### src/rtl/ble_tx_arbiter.sv
// ble_tx_arbiter: shares the BLE UART transmit path between N_REQ requesters.
// Packets are granted round-robin, one at a time. Payload bytes are forwarded
// to uart_tx, and every packet is closed with the 0x0A terminator.
// Optional feature macro: BLE_TX_TIMEOUT_EN enables the stalled-packet timeout.
module ble_tx_arbiter #(
  parameter int N_REQ          = 4,
  parameter int MAX_LEN        = 255,
  parameter int TIMEOUT_CYCLES = 100_000
) (
  input  logic                  clk,
  input  logic                  rst_n,
  input  logic [N_REQ-1:0]      req_valid,
  input  logic [N_REQ-1:0][7:0] req_data,
  input  logic [N_REQ-1:0]      req_last,
  output logic [N_REQ-1:0]      req_ready,
  output logic [N_REQ-1:0]      grant,
  output logic [7:0]            tx_data,
  output logic                  tx_start,
  input  logic                  tx_busy,
  output logic                  framing_err,
  output logic                  timeout
);
  localparam int         IW        = $clog2(N_REQ);
  localparam logic [7:0] TERM_BYTE = 8'h0A;
  localparam logic [7:0] MAX_CNT   = 8'(MAX_LEN);

  // Reject parameter sets the far-end receiver cannot frame.
  if (N_REQ < 2 || MAX_LEN < 1 || MAX_LEN > 255 || TIMEOUT_CYCLES < 2) begin : g_cfg_check
    $error("ble_tx_arbiter: illegal parameter set");
  end

  typedef enum logic [2:0] {
    S_IDLE, S_SEND, S_GUARD, S_WAIT, S_TERM, S_TGUARD, S_TWAIT
  } state_t;

  state_t        state, state_n;
  logic [IW-1:0] g_idx, g_idx_n, ptr, ptr_n;
  logic [7:0]    cnt, cnt_n;
  logic          last_q, last_n;
  logic [7:0]    tx_data_n;
  logic          tx_start_n, ferr_n;
  logic          sel_valid, sel_last, accept;
  logic [7:0]    sel_data;
  logic          arb_hit;
  logic [IW-1:0] arb_idx, cand;
  int            arb_j;

`ifdef BLE_TX_TIMEOUT_EN
  localparam int TW = (TIMEOUT_CYCLES > 2) ? $clog2(TIMEOUT_CYCLES) : 1;
  logic [TW-1:0] tcnt, tcnt_n;
  logic          tmo_n;
`endif

  assign sel_valid = req_valid[g_idx];
  assign sel_last  = req_last[g_idx];
  assign sel_data  = req_data[g_idx];
  assign accept    = (state == S_SEND) && sel_valid && !tx_busy;

  for (genvar i = 0; i < N_REQ; i++) begin : g_lane
    assign req_ready[i] = accept && (g_idx == IW'(i));
    assign grant[i]     = (state != S_IDLE) && (g_idx == IW'(i));
  end

  // Round-robin pick: first requesting lane at or above ptr, wrapping.
  always_comb begin
    arb_hit = 1'b0;
    arb_idx = '0;
    arb_j   = 0;
    cand    = '0;
    for (int k = 0; k < N_REQ; k++) begin
      arb_j = int'(ptr) + k;
      if (arb_j >= N_REQ) arb_j = arb_j - N_REQ;
      cand = IW'(arb_j);
      if (!arb_hit && req_valid[cand]) begin
        arb_hit = 1'b1;
        arb_idx = cand;
      end
    end
  end

  // Packet FSM: next state plus the next values of all registered outputs.
  always_comb begin
    state_n    = state;
    g_idx_n    = g_idx;
    ptr_n      = ptr;
    cnt_n      = cnt;
    last_n     = last_q;
    tx_data_n  = tx_data;
    tx_start_n = 1'b0;
    ferr_n     = 1'b0;
`ifdef BLE_TX_TIMEOUT_EN
    tcnt_n     = tcnt;
    tmo_n      = 1'b0;
`endif
    unique case (state)
      S_IDLE: if (arb_hit) begin
        g_idx_n = arb_idx;
        last_n  = 1'b0;
        state_n = S_SEND;
      end
      S_SEND: begin
        if (accept) begin
          if (sel_data != TERM_BYTE) begin
            tx_data_n  = sel_data;
            tx_start_n = 1'b1;
            cnt_n      = cnt + 8'd1;
            last_n     = sel_last;
            state_n    = S_GUARD;
          end else begin
            // A payload 0x0A would fake a frame boundary at the receiver.
            ferr_n = 1'b1;
            if (sel_last) state_n = S_TERM;
          end
        end
`ifdef BLE_TX_TIMEOUT_EN
        if (!sel_valid) begin
          tcnt_n = tcnt + TW'(1);
          if (tcnt_n == TW'(TIMEOUT_CYCLES - 1)) begin
            tmo_n   = 1'b1;
            state_n = S_TERM;
          end
        end else if (accept) begin
          tcnt_n = '0;
        end
`endif
      end
      // uart_tx raises busy only a cycle after the start pulse.
      S_GUARD: state_n = S_WAIT;
      S_WAIT: if (!tx_busy) state_n = (last_q || cnt == MAX_CNT) ? S_TERM : S_SEND;
      S_TERM: if (!tx_busy) begin
        tx_data_n  = TERM_BYTE;
        tx_start_n = 1'b1;
        state_n    = S_TGUARD;
      end
      S_TGUARD: state_n = S_TWAIT;
      S_TWAIT: if (!tx_busy) begin
        ptr_n   = (g_idx == IW'(N_REQ - 1)) ? '0 : g_idx + IW'(1);
        cnt_n   = '0;
        state_n = S_IDLE;
      end
      default: state_n = S_IDLE;
    endcase
`ifdef BLE_TX_TIMEOUT_EN
    if (state_n != S_SEND) tcnt_n = '0;
`endif
  end

  // State and registered outputs, synchronous active-low reset.
  always_ff @(posedge clk) begin
    if (!rst_n) begin
      state       <= S_IDLE;
      g_idx       <= '0;
      ptr         <= '0;
      cnt         <= '0;
      last_q      <= 1'b0;
      tx_data     <= '0;
      tx_start    <= 1'b0;
      framing_err <= 1'b0;
    end else begin
      state       <= state_n;
      g_idx       <= g_idx_n;
      ptr         <= ptr_n;
      cnt         <= cnt_n;
      last_q      <= last_n;
      tx_data     <= tx_data_n;
      tx_start    <= tx_start_n;
      framing_err <= ferr_n;
    end
  end

`ifdef BLE_TX_TIMEOUT_EN
  // Stall counter and timeout pulse register.
  always_ff @(posedge clk) begin
    if (!rst_n) begin
      tcnt    <= '0;
      timeout <= 1'b0;
    end else begin
      tcnt    <= tcnt_n;
      timeout <= tmo_n;
    end
  end
`else
  assign timeout = 1'b0;
`endif

endmodule

### config.mk
export PLATFORM = sky130hd
export DESIGN_NAME = ble_tx_arbiter
export DESIGN_NICKNAME = d
export VERILOG_FILES = /design/src/rtl/ble_tx_arbiter.sv
export SDC_FILE = /design/constraint.sdc
export NUM_CORES = 1
export LEC_CHECK = 0
export CORE_UTILIZATION = 46
export CTS_BUF_LIST = sky130_fd_sc_hd__clkbuf_4
export DETAILED_ROUTE_END_ITERATION = 12
export GPL_ROUTABILITY_DRIVEN = 0
export GPL_TIMING_DRIVEN = 1
export PLACE_DENSITY = 0.82
export SETUP_SLACK_MARGIN = 0.1
export SLEW_MARGIN = 20
export SYNTH_ARGS = -nofsm -noshare
export SYNTH_HDL_FRONTEND = slang
export SYNTH_SLANG_ARGS = --single-unit
### constraint.sdc
create_clock -name clk -period 2.8 [get_ports clk]
set_clock_uncertainty 0.2 [all_clocks]
set_input_delay 0.56 -clock clk [delete_from_list [all_inputs] [get_ports clk]]
set_output_delay 0.56 -clock clk [all_outputs]
set_load 0.005 [all_outputs]
==> metrics.txt, run 1 <==
# TYPE chip_impl_metric gauge
chip_impl_metric{name="area_of_the_mapped_netlist",unit="µm²"} 1720
chip_impl_metric{name="cts_htree_levels",unit=""} 1
chip_impl_metric{name="slew_viol_final",unit=""} 0
chip_impl_info{name="largest_family_of_logic_cells_by_synthesized_area",value="simple AND/OR/NAND/NOR gates"} 1
chip_impl_metric{name="maximum_number_of_pins_on_one_net_before_global_route_repair",unit=""} 16
chip_impl_metric{name="wirelength",unit="mm"} 4.92
chip_impl_metric{name="stdcell_count",unit=""} 316
chip_impl_metric{name="grt_antenna_before_repair",unit=""} 0
chip_impl_metric{name="synth_enable_flop_cells",unit=""} 0
chip_impl_metric{name="placed_cells_incl_taps",unit=""} 311
chip_impl_metric{name="synth_sequential_area_ratio",unit=""} 0.302
chip_impl_metric{name="postSynthAreaPerCell",unit="µm²"} 9.01
chip_impl_info{name="critical_path.top_delay_family",value="buffers and inverters"} 1
chip_impl_metric{name="pin_count",unit=""} 62
chip_impl_info{name="hold_path.class",value="flip-flop to flip-flop"} 1
chip_impl_metric{name="worst_path_largest_cell_delay",unit="ns"} 0.49
chip_impl_metric{name="power_per_cell_area",unit="nW/µm²"} 353
chip_impl_metric{name="yosys_warnings",unit=""} 0
chip_impl_metric{name="design.final.nets",unit=""} 319
chip_impl_info{name="crit_path_most_repeated_cell",value="dlygate4sd2_1"} 1
chip_impl_metric{name="dr.pass1.iters",unit=""} 4
chip_impl_metric{name="synth_area_in_simple_gates",unit=""} 0.232
chip_impl_metric{name="timing.critical_path.buf_inv",unit=""} 2
chip_impl_metric{name="ir_worst_vdd",unit="mV"} 0.196
chip_impl_metric{name="synth_xor_area_frac",unit=""} 0
chip_impl_metric{name="synthesis.nets",unit=""} 239
chip_impl_metric{name="cts_max_path_buffers",unit=""} 2
chip_impl_metric{name="finalSetupViolations",unit=""} 0
chip_impl_info{name="crit_slowest_cell",value="mux4_2"} 1
chip_impl_metric{name="final_period_demand_of_the_worst_path",unit="ns"} 2.64
chip_impl_info{name="rsz_0062_raised_after_global_routing",value="no"} 1
chip_impl_metric{name="cp.required",unit="ns"} 2.04
chip_impl_metric{name="synth_compound_area_frac",unit=""} 0.196
chip_impl_metric{name="timing.critical_path.fanout_max",unit=""} 4
chip_impl_info{name="nature_of_the_critical_path_startpoint",value="input pin"} 1
chip_impl_metric{name="core-area",unit="µm²"} 3470
chip_impl_info{name="cts_tree",value="built"} 1
chip_impl_metric{name="height_of_the_chip",unit="µm"} 63.2
chip_impl_metric{name="area_delta_synth_final",unit="%"} 49.1
chip_impl_metric{name="max-slew-margin-rel",unit=""} 0.660
chip_impl_metric{name="nFillCells",unit=""} 258
chip_impl_info{name="cts.root.buffer_cell",value="clkbuf_4"} 1
chip_impl_metric{name="post-route-period-util",unit=""} 0.944
chip_impl_metric{name="route.detailed.drc",unit=""} 0
chip_impl_metric{name="numClockSinks",unit=""} 26
chip_impl_metric{name="grt_first_pass_wirelength",unit="mm"} 8.06
chip_impl_metric{name="post_drt_wl_per_cell",unit="µm"} 15.6
chip_impl_metric{name="async_reset_ff_frac",unit=""} 0
chip_impl_metric{name="port_buffer_cells",unit=""} 60
chip_impl_metric{name="dr.first_iter.drc_count",unit=""} 117
chip_impl_metric{name="die-area",unit="µm²"} 3990
chip_impl_metric{name="fmax",unit="GHz"} 0.378
chip_impl_metric{name="routed_via_density",unit=""} 5.69
chip_impl_metric{name="clk_pin_slew_worst_paths",unit="ns"} 0.15
chip_impl_metric{name="share_of_cell_area_taken_by_muxes_after_synthesis",unit=""} 0.179
chip_impl_metric{name="cts_hold_buffers",unit=""} 0
chip_impl_metric{name="first_global_vias",unit=""} 1715
chip_impl_info{name="path_class",value="input pin to output port"} 1
chip_impl_metric{name="yosys_register_bits",unit=""} 26
chip_impl_metric{name="synthCells",unit=""} 191
chip_impl_metric{name="synth_cell_type_count",unit=""} 47
chip_impl_info{name="netlist.top_cell.by_area",value="dfxtp_1"} 1
chip_impl_metric{name="initial_core_util",unit=""} 0.496
chip_impl_metric{name="synth-adder-area-share",unit=""} 0.0422
chip_impl_info{name="ys.flop_type",value="dfxtp_1"} 1
chip_impl_info{name="path_cells",value="dlygate4sd2_1, mux4_2, and3_4, and2_1, dlygate4sd2_1"} 1
chip_impl_metric{name="maxCapViolations",unit=""} 0
chip_impl_metric{name="final-hold-violation-count",unit=""} 0
chip_impl_info{name="status",value="finished, final reports clean"} 1
chip_impl_metric{name="row_count",unit=""} 21
chip_impl_metric{name="grt_remaining_overflow",unit=""} 0
chip_impl_metric{name="critical_path_arrival",unit="ns"} 1.88
chip_impl_metric{name="clock_latency",unit="ns"} 0.33
chip_impl_info{name="critical_path.endpoint_type",value="output port"} 1
chip_impl_metric{name="grt_util_all_layers",unit=""} 0.253
chip_impl_metric{name="dp_hpwl",unit="mm"} 3.98
chip_impl_metric{name="numCtsBuffers",unit=""} 3
chip_impl_metric{name="power.static_leakage",unit="nW"} 1.01
chip_impl_metric{name="synth_largest_type_area_fraction",unit=""} 0.302
chip_impl_metric{name="max_slew.worst_pin.slew",unit="ns"} 0.510
chip_impl_metric{name="antenna-diode-count",unit=""} 0
chip_impl_metric{name="layout-drive-gt1-share",unit=""} 0.174
chip_impl_metric{name="hold_slack",unit="ns"} 0.275
chip_impl_info{name="synth.cells.most_frequent",value="26 x dfxtp_1, 26 x nand2_1, 11 x nor2_1"} 1
chip_impl_metric{name="die_w",unit="µm"} 63.2
chip_impl_metric{name="antenna_left",unit=""} 0
chip_impl_info{name="synth_top_cells_by_area",value="dfxtp_1 30%, mux4_2 9.2%, nand2_1 5.7%"} 1
chip_impl_metric{name="detailroute.via_count",unit=""} 1798
[layout make-up]
cell class / count / area [µm²] / area share
Multi-Input combinational cell: 147 / 1120 / 0.437
Timing Repair Buffer: 85 / 783 / 0.305
Sequential cell: 26 / 522 / 0.203
Tap cell: 46 / 57.6 / 0.0224
Clock inverter: 1 / 30.0 / 0.0117
Inverter: 8 / 30.0 / 0.0117
Clock buffer: 3 / 22.5 / 0.00877
[sequential cells by signal, summed over array words and instances (netlist names)]
| name | count |
|---|---|
| last_q | 1 |
| framing_err | 1 |
| tx_data | 8 |
| g_idx | 2 |
| ptr | 2 |
| state | 3 |
| tx_start | 1 |
| cnt | 8 |
[metrics by stage]
stage / setup slack, ns / area, µm² / TNS, ns / utilization / total power [mW]
CTS: 0.154 / 2570 / 0 / 0.740 / 0.907
floorplan: 0.320 / 1720 / 0 / - / 0.512
detailed placement: -0.344 / 2520 / -2.10 / 0.727 / 0.649
finish: 0.157 / 2570 / 0 / 0.740 / 0.907
global route: 0.107 / 2570 / 0 / 0.740 / 0.949
global placement: -0.266 / 2520 / -1.50 / 0.727 / 0.643
[report_power, final]
part	switching, mW	internal [mW]	total [mW]
clock network	0.121	0.145	0.266
logic	0.100	0.148	0.248
registers	0.0110	0.382	0.393
total	0.232	0.675	0.907
[worst paths after layout]
kind	endpoint	cells after the start	from	slack, ns
max	req_ready[3]	5	req_valid[3]	0.16
min	tx_data[0]	2	tx_data[0]	0.28
max reg2reg	state[0]	6	g_idx[0]	0.25
min reg2reg	tx_data[0]	2	tx_data[0]	0.28
[timing repair]
item / 4_1_cts / 5_1_grt
endpoints found under the hold margin: 0 / 0
resized for setup: 18 / 0
setup buffers: 1 / 0
endpoints found under the setup margin: 4 / 0
[layout by cell type, fill, tap and decap left out, types with 5 or more instances in the layout]
master,instances
clkdlybuf4s50_1,52
nand2_1,26
dfxtp_1,25
buf_4,24
nor2_1,11
mux4_2,8
nand3_1,8
o211ai_1,8
inv_1,7
nor3_1,7
and2_1,7
o21ai_0,7
a21oi_1,7
nor2b_1,6
mux2i_1,6
dlygate4sd2_1,6
a22o_1,5
ha_1,5
[worst reg2reg max path: stages (launching register included)]
cell	delay, ns
dfxtp_2	0.40
buf_4	0.14
mux4_1	0.62
nor4_4	0.32
nand4_2	0.15
or4b_1	0.49
a31oi_1	0.18
[routing by layer]
metal,track usage,vias up,wire length (µm)
met5,0,-,0
met3,0.0399,6,186
met4,0.0653,0,61
met1,0.312,878,2050
li1,-,873,-
met2,0.456,41,2630
[cell families after synthesis]
group,after synthesis
buffers and inverters,18
adder cells (fa/ha/maj),6
AO/OA/AOI/OAI,47
multiplexers,17
other,1
AND/OR/NAND/NOR,76
flip-flops,26
(Power assumes the default switching activity.)
==> run 2: changes to the inputs <==
CORE_MARGIN = 2   (was not set)
GPL_ROUTABILITY_DRIVEN = not set   (was 0)
==> run 2 against run 1 <==
Effect of this change: global-route usage is 0.49 points lower; core utilization is 3.3 points lower; clock power is 35% lower; non-clock buffer count is 4 higher; final cell count is 1.9% higher; register-to-register slack hardly changed; flip-flop and latch count stayed put.
==> metrics.txt, run 2 (synthesized netlist as in run 1, its figures left out) <==
# TYPE chip_impl_metric gauge
chip_impl_metric{name="height_of_the_chip",unit="µm"} 65.2
chip_impl_metric{name="numCtsBuffers",unit=""} 3
chip_impl_metric{name="row_count",unit=""} 22
chip_impl_info{name="grt_most_used_layer",value="met2"} 1
chip_impl_metric{name="layout-drive-gt1-share",unit=""} 0.193
chip_impl_metric{name="share_comb_of_total_power",unit=""} 0.312
chip_impl_metric{name="overall_power",unit="mW"} 0.821
chip_impl_metric{name="internal_power",unit="mW"} 0.587
chip_impl_metric{name="antenna-diode-count",unit=""} 0
chip_impl_metric{name="pin_count",unit=""} 62
chip_impl_info{name="cts_tree",value="built"} 1
chip_impl_metric{name="timing.critical_path.fanout_max",unit=""} 4
chip_impl_metric{name="finalWeightedCongestion",unit=""} 0.815
chip_impl_metric{name="power.share.sequential",unit=""} 0.478
chip_impl_metric{name="finalSetupViolations",unit=""} 0
chip_impl_metric{name="antenna_left",unit=""} 0
chip_impl_info{name="hold_path.class",value="flip-flop to flip-flop"} 1
chip_impl_metric{name="dp_hpwl",unit="mm"} 4.11
chip_impl_info{name="cts.root.buffer_cell",value="clkbuf_4"} 1
chip_impl_info{name="rsz_0062_raised_after_global_routing",value="no"} 1
chip_impl_metric{name="cell_depth_of_the_worst_flop_to_flop_path",unit=""} 6
chip_impl_metric{name="initial_core_util",unit=""} 0.474
chip_impl_metric{name="core-area",unit="µm²"} 3630
chip_impl_metric{name="dr.first_iter.drc_count",unit=""} 130
chip_impl_metric{name="design.final.nets",unit=""} 323
chip_impl_info{name="layout_common_cells",value="52 x clkdlybuf4s50_1, 27 x buf_4, 26 x nand2_1"} 1
chip_impl_info{name="crit_slowest_cell",value="mux4_2"} 1
chip_impl_info{name="path_class",value="input pin to output port"} 1
chip_impl_metric{name="routed_via_density",unit=""} 5.71
chip_impl_metric{name="p_sw_frac",unit=""} 0.285
chip_impl_metric{name="grt_remaining_overflow",unit=""} 0
chip_impl_info{name="nature_of_the_critical_path_startpoint",value="input pin"} 1
chip_impl_info{name="reg_to_reg_end",value="state[0]"} 1
chip_impl_metric{name="clk_pin_slew_worst_paths",unit="ns"} 0.15
chip_impl_metric{name="post_drt_wl_per_cell",unit="µm"} 15.8
chip_impl_metric{name="placement.setup.worst_slack",unit="ns"} -0.318
chip_impl_metric{name="critical_path_arrival",unit="ns"} 1.88
chip_impl_metric{name="ir_worst_vdd",unit="mV"} 0.244
chip_impl_metric{name="first_global_vias",unit=""} 1835
chip_impl_metric{name="fmax",unit="GHz"} 0.379
chip_impl_metric{name="power_per_cell_area",unit="nW/µm²"} 320
chip_impl_metric{name="slew_viol_final",unit=""} 0
chip_impl_metric{name="die_w",unit="µm"} 65.2
chip_impl_metric{name="route.detailed.drc",unit=""} 0
chip_impl_metric{name="grt_util_all_layers",unit=""} 0.249
chip_impl_metric{name="maximum_number_of_pins_on_one_net_before_global_route_repair",unit=""} 15
chip_impl_metric{name="reg2reg_slack",unit="ns"} 0.25
chip_impl_info{name="critical_path.endpoint_type",value="output port"} 1
chip_impl_metric{name="worst_path_largest_cell_delay",unit="ns"} 0.49
chip_impl_metric{name="clock_latency",unit="ns"} 0.32
chip_impl_info{name="path_cells",value="dlygate4sd2_1, mux4_2, and3_4, buf_4, and2_1, buf_2"} 1
chip_impl_metric{name="timing.final.ws_setup",unit="ns"} 0.163
chip_impl_metric{name="area_delta_synth_final",unit="%"} 49.2
chip_impl_metric{name="power.static_leakage",unit="nW"} 1.01
chip_impl_metric{name="grt_antenna_before_repair",unit=""} 0
chip_impl_metric{name="share_clk_of_total_power",unit=""} 0.209
chip_impl_info{name="crit_path_start",value="req_valid[3]"} 1
chip_impl_metric{name="final_period_demand_of_the_worst_path",unit="ns"} 2.64
chip_impl_metric{name="hold_depth",unit=""} 2
chip_impl_info{name="r2r_start",value="g_idx[0]"} 1
chip_impl_metric{name="detailroute.via_count",unit=""} 1840
chip_impl_metric{name="hold_slack",unit="ns"} 0.285
chip_impl_metric{name="port_buffer_cells",unit=""} 60
chip_impl_metric{name="post-route-period-util",unit=""} 0.942
chip_impl_metric{name="cts_htree_levels",unit=""} 1
chip_impl_metric{name="die-area",unit="µm²"} 4250
chip_impl_metric{name="net_switching_power",unit="mW"} 0.234
chip_impl_metric{name="maxCapViolations",unit=""} 0
chip_impl_metric{name="gr-usage-met1",unit=""} 0.293
chip_impl_metric{name="cts_max_path_buffers",unit=""} 2
chip_impl_metric{name="groute.layer.met3.usage",unit=""} 0.0445
chip_impl_info{name="layout_top_registers",value="cnt: 8 flops, tx_data: 8 flops, state: 3 flops"} 1
chip_impl_metric{name="grt_first_pass_wirelength",unit="mm"} 8.11
chip_impl_metric{name="wirelength",unit="mm"} 5.09
chip_impl_metric{name="final-hold-violation-count",unit=""} 0
chip_impl_info{name="status",value="finished, final reports clean"} 1
chip_impl_info{name="most_common_cell_after_layout_fill_and_taps_aside",value="clkdlybuf4s50_1"} 1
chip_impl_metric{name="met2_usage",unit=""} 0.448
chip_impl_info{name="worst_setup_path_endpoint",value="req_ready[0]"} 1
chip_impl_metric{name="final_setup_tns",unit="ns"} 0
chip_impl_metric{name="numClockSinks",unit=""} 26
chip_impl_metric{name="utilization",unit=""} 0.707
chip_impl_metric{name="dr.pass1.iters",unit=""} 4
chip_impl_metric{name="cp.required",unit="ns"} 2.04
-- run 2: changes by cell type in the layout (fill, tap and decap cells not counted), sizes merged --
cell         previous run  this run
dlygate4sd2             6         4
bufinv                  1         0
clkinv                  1         2
clkbuf                  3         4
buf                    27        32
-- run 2: cell type report --
| type | count | area, µm² |
|---|---|---|
| clock buffers | 3 | 22.5 |
| clock inverters | 1 | 3.75 |
| inverters | 8 | 30.0 |
| well taps | 48 | 60.1 |
| flip-flops and latches | 26 | 524 |
| repair buffers | 89 | 810 |
| multi-input cells | 147 | 1120 |
| fillers | 286 | 1060 |
-- run 2: through the flow --
stage	std cells	instance area (µm²)
final	322	2570
after global routing	322	2570
after CTS	320	2560
after detailed placement	313	2520
after global placement	313	2520
after floorplan	191	1720
-- run 2: per-layer routing --
layer  vias to the layer above  share of wire
met2                        68           0.53
li1                        885              -
met4                         0          0.012
met5                         -              0
met3                         4          0.057
met1                       883           0.40
-- run 2: power groups by stage --
stage                     clock network (mW)  registers (mW)  logic, mW
after floorplan                            0           0.398      0.114
after global placement                     0           0.400      0.240
after detailed placement                   0           0.401      0.247
after CTS                              0.176           0.393      0.251
after global routing                   0.194           0.395      0.275
final                                  0.172           0.393      0.257
-- run 2: repair_timing --
action                                  in CTS  in global routing
endpoints found under the setup margin       4                  4
setup buffers                                3                  2
gates resized for setup                     21                  5
cloned                                       0                  0
hold buffers                                 0                  0
pin swaps                                    0                  1
-- run 2: critical path: cells and delay by family --
| family | cells | cell delay (ns) |
|---|---|---|
| multiplexers | 1 | 0.49 |
| AND/OR/NAND/NOR | 2 | 0.32 |
| buffers and inverters | 3 | 0.51 |
-- run 2: worst min-delay path by stage --
stage                from    endpoint  slack [ns]
6_report           last_q      last_q        0.29
4_1_cts            last_q      last_q        0.29
3_3_place_gp   tx_data[2]  tx_data[2]        0.25
2_1_floorplan      last_q      last_q        0.25
5_1_grt        tx_data[0]  tx_data[0]        0.31
3_5_place_dp       last_q      last_q        0.27
